--- config.mk ---
export PLATFORM = sky130hd
export DESIGN_NAME = ncu_pio_credit_ctl
export DESIGN_NICKNAME = d
export VERILOG_FILES = /design/src/rtl/ncu_pio_pkg.sv /design/src/rtl/ncu_pio_tag_pool.sv /design/src/rtl/ncu_pio_credit_ctl.sv
export SDC_FILE = /design/constraint.sdc
export NUM_CORES = 1
export LEC_CHECK = 0
export BUFFER_PORTS_ARGS = -buffer_cell sky130_fd_sc_hd__buf_4
export CORE_MARGIN = 4
export CORE_UTILIZATION = 58
export DETAILED_ROUTE_END_ITERATION = 8
export PLACE_DENSITY = 0.86
export SLEW_MARGIN = 20
export SYNTH_ARGS = -nofsm -noshare
export SYNTH_HDL_FRONTEND = slang
export SYNTH_SLANG_ARGS = --single-unit
--- constraint.sdc ---
create_clock -name iol2clk -period 17.6 [get_ports iol2clk]
set_input_delay 2.64 -clock iol2clk [delete_from_list [all_inputs] [get_ports iol2clk]]
set_output_delay 2.64 -clock iol2clk [all_outputs]
set_load 0.005 [all_outputs]
--- src/rtl/ncu_pio_pkg.sv ---
// Shared definitions for the NCU->DMU PIO credit sequencer: header field
// positions, tag width, FSM state encoding and a tag popcount helper.
package ncu_pio_pkg;

    localparam int PIO_RD_BIT   = 60;
    localparam int PIO_TAG_MSB  = 59;
    localparam int PIO_TAG_LSB  = 56;
    localparam int PIO_TAG_W    = 4;
    localparam int PIO_MAX_TAGS = 1 << PIO_TAG_W;

    typedef enum logic [1:0] {
        IDLE = 2'd0,
        HDR  = 2'd1,
        PAY  = 2'd2
    } pio_st_e;

    // Number of set bits in a tag vector; the result is wide enough for all tags.
    function automatic logic [PIO_TAG_W:0] popcount_tags(input logic [PIO_MAX_TAGS-1:0] v);
        logic [PIO_TAG_W:0] c;
        c = '0;
        for (int i = 0; i < PIO_MAX_TAGS; i++) begin
            c = c + {{PIO_TAG_W{1'b0}}, v[i]};
        end
        return c;
    endfunction

endpackage

--- src/rtl/ncu_pio_tag_pool.sv ---
// Credit tag pool: per-tag busy/is_rd state, lowest-free allocation,
// return legality checking and the registered free-credit count.
module ncu_pio_tag_pool
    import ncu_pio_pkg::*;
#(
    parameter int NUM_CREDITS = 16
) (
    input  logic                 clk,
    input  logic                 srst,
    input  logic                 alloc,
    input  logic                 alloc_rd,
    output logic [PIO_TAG_W-1:0] free_tag,
    output logic                 any_free,
    input  logic                 wr_ret_vld,
    input  logic [PIO_TAG_W-1:0] wr_ret_tag,
    input  logic                 rd_ret_vld,
    input  logic [PIO_TAG_W-1:0] rd_ret_tag,
    output logic                 err_bad_ret,
    output logic [PIO_TAG_W:0]   credits_free
);

    localparam logic [PIO_TAG_W:0] CRED_MAX = NUM_CREDITS[PIO_TAG_W:0];

    logic [PIO_MAX_TAGS-1:0] busy_reg, busy_next;
    logic [PIO_MAX_TAGS-1:0] is_rd_reg, is_rd_next;
    logic [PIO_MAX_TAGS-1:0] valid_mask, free_mask;
    logic                    wr_legal, rd_legal, do_alloc;
    logic                    err_reg;
    logic [PIO_TAG_W:0]      credits_reg;

    // Tags at or above NUM_CREDITS never exist: they are never free, never busy.
    generate
        for (genvar gi = 0; gi < PIO_MAX_TAGS; gi++) begin : g_tag
            if (gi < NUM_CREDITS) begin : g_live
                logic hit_alloc, hit_ret;
                assign valid_mask[gi] = 1'b1;
                assign hit_alloc      = do_alloc && (free_tag == PIO_TAG_W'(gi));
                assign hit_ret        = (wr_legal && (wr_ret_tag == PIO_TAG_W'(gi))) ||
                                        (rd_legal && (rd_ret_tag == PIO_TAG_W'(gi)));
                assign busy_next[gi]  = hit_alloc ? 1'b1 : (hit_ret ? 1'b0 : busy_reg[gi]);
                assign is_rd_next[gi] = hit_alloc ? alloc_rd : is_rd_reg[gi];
            end else begin : g_absent
                assign valid_mask[gi] = 1'b0;
                assign busy_next[gi]  = 1'b0;
                assign is_rd_next[gi] = 1'b0;
            end
        end
    endgenerate

    assign free_mask = ~busy_reg & valid_mask;
    assign any_free  = |free_mask;
    assign do_alloc  = alloc && any_free;

    // Lowest-index free tag; scanning downward lets the lowest hit win.
    always_comb begin
        free_tag = '0;
        for (int i = PIO_MAX_TAGS - 1; i >= 0; i--) begin
            if (free_mask[i]) begin
                free_tag = PIO_TAG_W'(i);
            end
        end
    end

    // A return is legal only for an in-range, busy tag of the matching type.
    always_comb begin
        wr_legal = wr_ret_vld && (int'(wr_ret_tag) < NUM_CREDITS) &&
                   busy_reg[wr_ret_tag] && !is_rd_reg[wr_ret_tag];
        rd_legal = rd_ret_vld && (int'(rd_ret_tag) < NUM_CREDITS) &&
                   busy_reg[rd_ret_tag] && is_rd_reg[rd_ret_tag];
    end

    // Pool state, error pulse and free count; the count tracks busy_next so it
    // lines up with the busy vector it describes.
    always_ff @(posedge clk) begin
        if (srst) begin
            busy_reg    <= '0;
            is_rd_reg   <= '0;
            err_reg     <= 1'b0;
            credits_reg <= CRED_MAX;
        end else begin
            busy_reg    <= busy_next;
            is_rd_reg   <= is_rd_next;
            err_reg     <= (wr_ret_vld && !wr_legal) || (rd_ret_vld && !rd_legal);
            credits_reg <= CRED_MAX - popcount_tags(busy_next);
        end
    end

    assign err_bad_ret  = err_reg;
    assign credits_free = credits_reg;

endmodule

--- src/rtl/ncu_pio_credit_ctl.sv ---
// NCU->DMU PIO sequencer: accepts one request at a time, stamps it with a
// credit tag, then emits the header cycle and (for writes) the payload cycle.
module ncu_pio_credit_ctl
    import ncu_pio_pkg::*;
#(
    parameter int NUM_CREDITS = 16
) (
    input  logic        iol2clk,
    input  logic        rst,
    input  logic        req_vld,
    output logic        req_rdy,
    input  logic        req_rd,
    input  logic [63:0] req_hdr,
    input  logic [63:0] req_data,
    output logic        ncu_dmu_pio_hdr_vld,
    output logic [63:0] ncu_dmu_pio_data,
    input  logic        dmu_ncu_wrack_vld,
    input  logic [3:0]  dmu_ncu_wrack_tag,
    input  logic        rd_ret_vld,
    input  logic [3:0]  rd_ret_tag,
    output logic [4:0]  credits_free,
    output logic        err_bad_ret
);

    pio_st_e                state_reg, state_next;
    logic [63:0]            hdr_reg, pay_reg, hdr_next;
    logic                   rd_reg;
    logic                   accept, any_free;
    logic [PIO_TAG_W-1:0]   free_tag;

    ncu_pio_tag_pool #(
        .NUM_CREDITS (NUM_CREDITS)
    ) u_pool (
        .clk          (iol2clk),
        .srst         (rst),
        .alloc        (accept),
        .alloc_rd     (req_rd),
        .free_tag     (free_tag),
        .any_free     (any_free),
        .wr_ret_vld   (dmu_ncu_wrack_vld),
        .wr_ret_tag   (dmu_ncu_wrack_tag),
        .rd_ret_vld   (rd_ret_vld),
        .rd_ret_tag   (rd_ret_tag),
        .err_bad_ret  (err_bad_ret),
        .credits_free (credits_free)
    );

    // Ready only while idle with a free tag; held low while reset is asserted.
    assign req_rdy = (state_reg == IDLE) && any_free && !rst;
    assign accept  = req_vld && req_rdy;

    // Header with the type bit and allocated tag spliced over the template.
    always_comb begin
        hdr_next                          = req_hdr;
        hdr_next[PIO_RD_BIT]              = req_rd;
        hdr_next[PIO_TAG_MSB:PIO_TAG_LSB] = free_tag;
    end

    // State register plus the latched header/payload of the request in flight.
    always_ff @(posedge iol2clk) begin
        if (rst) begin
            state_reg <= IDLE;
            hdr_reg   <= '0;
            pay_reg   <= '0;
            rd_reg    <= 1'b0;
        end else begin
            state_reg <= state_next;
            if (accept) begin
                hdr_reg <= hdr_next;
                rd_reg  <= req_rd;
                if (!req_rd) begin
                    pay_reg <= req_data;
                end
            end
        end
    end

    // Next-state logic and the outbound header/payload mux.
    always_comb begin
        state_next          = state_reg;
        ncu_dmu_pio_hdr_vld = 1'b0;
        ncu_dmu_pio_data    = '0;
        case (state_reg)
            IDLE: begin
                if (accept) begin
                    state_next = HDR;
                end
            end
            HDR: begin
                ncu_dmu_pio_hdr_vld = 1'b1;
                ncu_dmu_pio_data    = hdr_reg;
                state_next          = rd_reg ? IDLE : PAY;
            end
            PAY: begin
                ncu_dmu_pio_data = pay_reg;
                state_next       = IDLE;
            end
            default: begin
                state_next = IDLE;
            end
        endcase
    end

endmodule

==> reports/qor.yml <==
worst_setup_path:
  crit_top_cell: "fa_1"
  worstSetupEndpointType: "flip-flop"
  r2r_slack_ps: 11370
  cpMaxStageDelayCell: "buf_4"
  cpPeakStageDelay_ps: 640
  cp-start-kind: "primary input"
  arrival_ps: 8360
  critPathKind: "in -> reg"
  r2r_cells: 19
  critical_path.max_fanout: 83
  worstPathRequired_ps: 17910
  path_cells: "buf_4 > inv_2 > and3_1 > nand3b_1 > nor2b_1 > a32oi_1 > inv_1 > fa_1 > inv_1 > ha_1 > fa_1 > inv_1 > fa_1 > fa_1 > inv_1 > fa_1 > ha_1 > inv_1 > fa_1 > xor2_1 > nand2_1"
  reg2reg_from: "u_pool.busy_reg[10]$_SDFF_PP0_"
  reg2reg_to: "u_pool.credits_free[4]$_SDFF_PP1_"
synth:
  synth_async_sr_flop_share_pct: 0
  syn_inst: 1097
  ys_types: 60
  synth_seq_cells: 168
  yosys.area_share.simple_pct: 26.0
  synth_top_family_by_area: "simple AND/OR/NAND/NOR gates"
  synth_mux_area_share_pct: 5.96
  yosys_warnings: 0
  synthTopCellsByArea: "dfxtp_1 39%, nand2_1 13%, a21oi_1 8.0%, a22oi_1 5.7%, nor2b_1 5.5%"
  yosysSeqAreaShare_pct: 38.9
  syn_nets: 1266
  synth_ff_type: "dfxtp_1"
  avgSynthCellArea_sq_um: 7.88
  synth_edf_count: 0
  synth_top_area_share_pct: 38.9
  synth_compound_area_share_pct: 18.8
  synthXorXnorAreaFrac_pct: 0.101
  syn_area_sq_mm: 0.00864
  synthAdderAreaFrac_pct: 4.78
  yosys.area.top_type: "dfxtp_1"
flow_run:
  cap_violations: 0
power:
  p_sw_share_pct: 27.4
  power_switching_uw: 254
  p_int_uw: 674
  cellLeakagePower_uw: 0.00415
  p_clk_share_pct: 40.9
  pwr-share-comb_pct: 15.3
  power.density_mw_per_mm2: 86.1
  seq_power_share_pct: 43.8
  ir_drop_v: 0.0000805
timing:
  setup_viol: 0
  period_share_pct: 45.8
  fin_tns_setup_ps: 0
  fin_skew_ps: 10.4
  max-slew-margin-rel_pct: 41.6
  maxSlewViolCount: 0
  period_needed_ps: 8060
  tightest_slew_ps: 877
  final-hold-violation-count: 0
  clock.fmax_ghz: 0.124
  rsz0062_at_grt: "no"
cts:
  cts_root_buffer: "clkbuf_16"
  cts_sinks: 168
  cts_buffer_depth: 2
  cts_hold_buf: 0
  postCtsSetupRepairBufs: 0
  cts_resized: 0
  cts_tree: "built"
  path_clk_slew_ps: 70
  clk_latency_ps: 420
  h-tree-depth: 4
  cts_buffers: 17
global_routing:
  grt_pass1_wl_microns: 41000
  grt_max_degree: 84
  antenna_found_initial: 0
  grt_overflow_total: 0
  grt_pass1_vias: 8138
  grt_usage_pct: 30.4
die:
  core_sq_mm: 0.0146
  io_pins: 214
  die-height_microns: 130
  start_util_pct: 59.3
  fp.dieW_microns: 130
  dieArea_sq_mm: 0.0169
  rows: 44
detailed_routing:
  via_per_inst: 5.90
  drt_iter0_drc: 952
  dr_total_vias: 8528
  wl_per_cell_microns: 18.1
  antenna_left: 0
  first_pass_iters: 6
  totalWireLength_microns: 26200
  drc: 0
placement:
  gp_congestion: 0.998
  place_area_sq_mm: 0.0102
  place_hpwl_microns: 17500
  io_buffers: 208
finish:
  area.growth.synth_to_final_pct: 24.8
  layout_commonest_cell: "nand2_1"
  layout_common_cells: "303 x nand2_1, 217 x buf_4, 168 x dfxtp_1"
  drive_above_1_share_pct: 22.2
  postLayoutCoreUtil_pct: 73.9
  design_area_sq_mm: 0.0108
  antennaDiodeCount: 0
  finalNetCount: 1418
hold_path:
  hp-start: "pay_reg[11]$_SDFFE_PP0P_"
  hp-class: "reg -> reg"
  worstHoldPathCells: 2
  hold_end: "pay_reg[11]$_SDFFE_PP0P_"
status:
  status: "finished, final reports clean"
## synthesized netlist by cell type (all sizes together) (11+ instances only)
library cell,number
ha,17
a31o,11
inv,33
nor2b,76
and2,14
dfxtp,168
a22oi,66
a21oi,139
clkbuf,47
mux2i,29
buf,37
nand2,303
nor2,28
## worst max-delay path by stage
stage / start / to / slack, ps
after floorplan: dmu_ncu_wrack_tag[3] / u_pool.credits_free[4]$_SDFF_PP1_ / 9920
after global placement: rst / u_pool.credits_free[4]$_SDFF_PP1_ / 9240
after detailed placement: rst / u_pool.credits_free[4]$_SDFF_PP1_ / 9150
after CTS: rst / u_pool.credits_free[4]$_SDFF_PP1_ / 9580
after global routing: rst / u_pool.credits_free[4]$_SDFF_PP1_ / 9240
final: rst / u_pool.credits_free[4]$_SDFF_PP1_ / 9540
## worst max-delay path: cells and delay by family
family,cells,cell delay (ps)
xor gates and xnor gates,1,150
adders and majority gates,8,3280
and+or+nand+nor,4,650
buffers and inverters,7,1310
AOI/OAI and AO/OA,1,270
## area by class of cell
type                            count  area [sq um]
Multi-Input combinational cell    812          4830
Inverter                           33           124
Timing Repair Buffer              217          1630
Clock inverter                     14           166
Fill cell                        1109          3800
Tap cell                          184           230
Sequential cell                   168          3360
Clock buffer                       18           439
## cell families (layout without fill, tap and decap cells)
logic type / Yosys count / after routing
muxes: 42 / 42
and+or+nand+nor: 484 / 484
xor gates and xnor gates: 1 / 1
AOI/OAI and AO/OA: 258 / 258
adders and majority gates: 27 / 27
DFF: 168 / 168
buffers and inverters: 117 / 282
## through the flow
step / total power [uW] / setup WS, ps / hold slack, ps / cells
floorplan: 498 / 9920 / 432 / 1097
global placement: 553 / 9240 / 441 / 1414
detailed placement: 556 / 9150 / 446 / 1414
CTS: 931 / 9580 / 455 / 1446
global route: 965 / 9240 / 473 / 1446
finish: 929 / 9540 / 454 / 1446
## power by group through the flow
stage / Combinational, uW / Clock [uW] / Sequential [uW]
6_report: 142 / 380 / 407
5_1_grt: 155 / 402 / 409
4_1_cts: 141 / 383 / 407
3_5_place_dp: 140 / 0 / 415
3_3_place_gp: 139 / 0 / 414
2_1_floorplan: 85.6 / 0 / 412
## layer usage
layer  track usage, %  part of all wire [%]
met1             39.8                    39
met2             46.7                    46
met3             9.99                    11
met4             12.2                   3.7
met5                0                     0
Power figures use the tool's default switching activity.
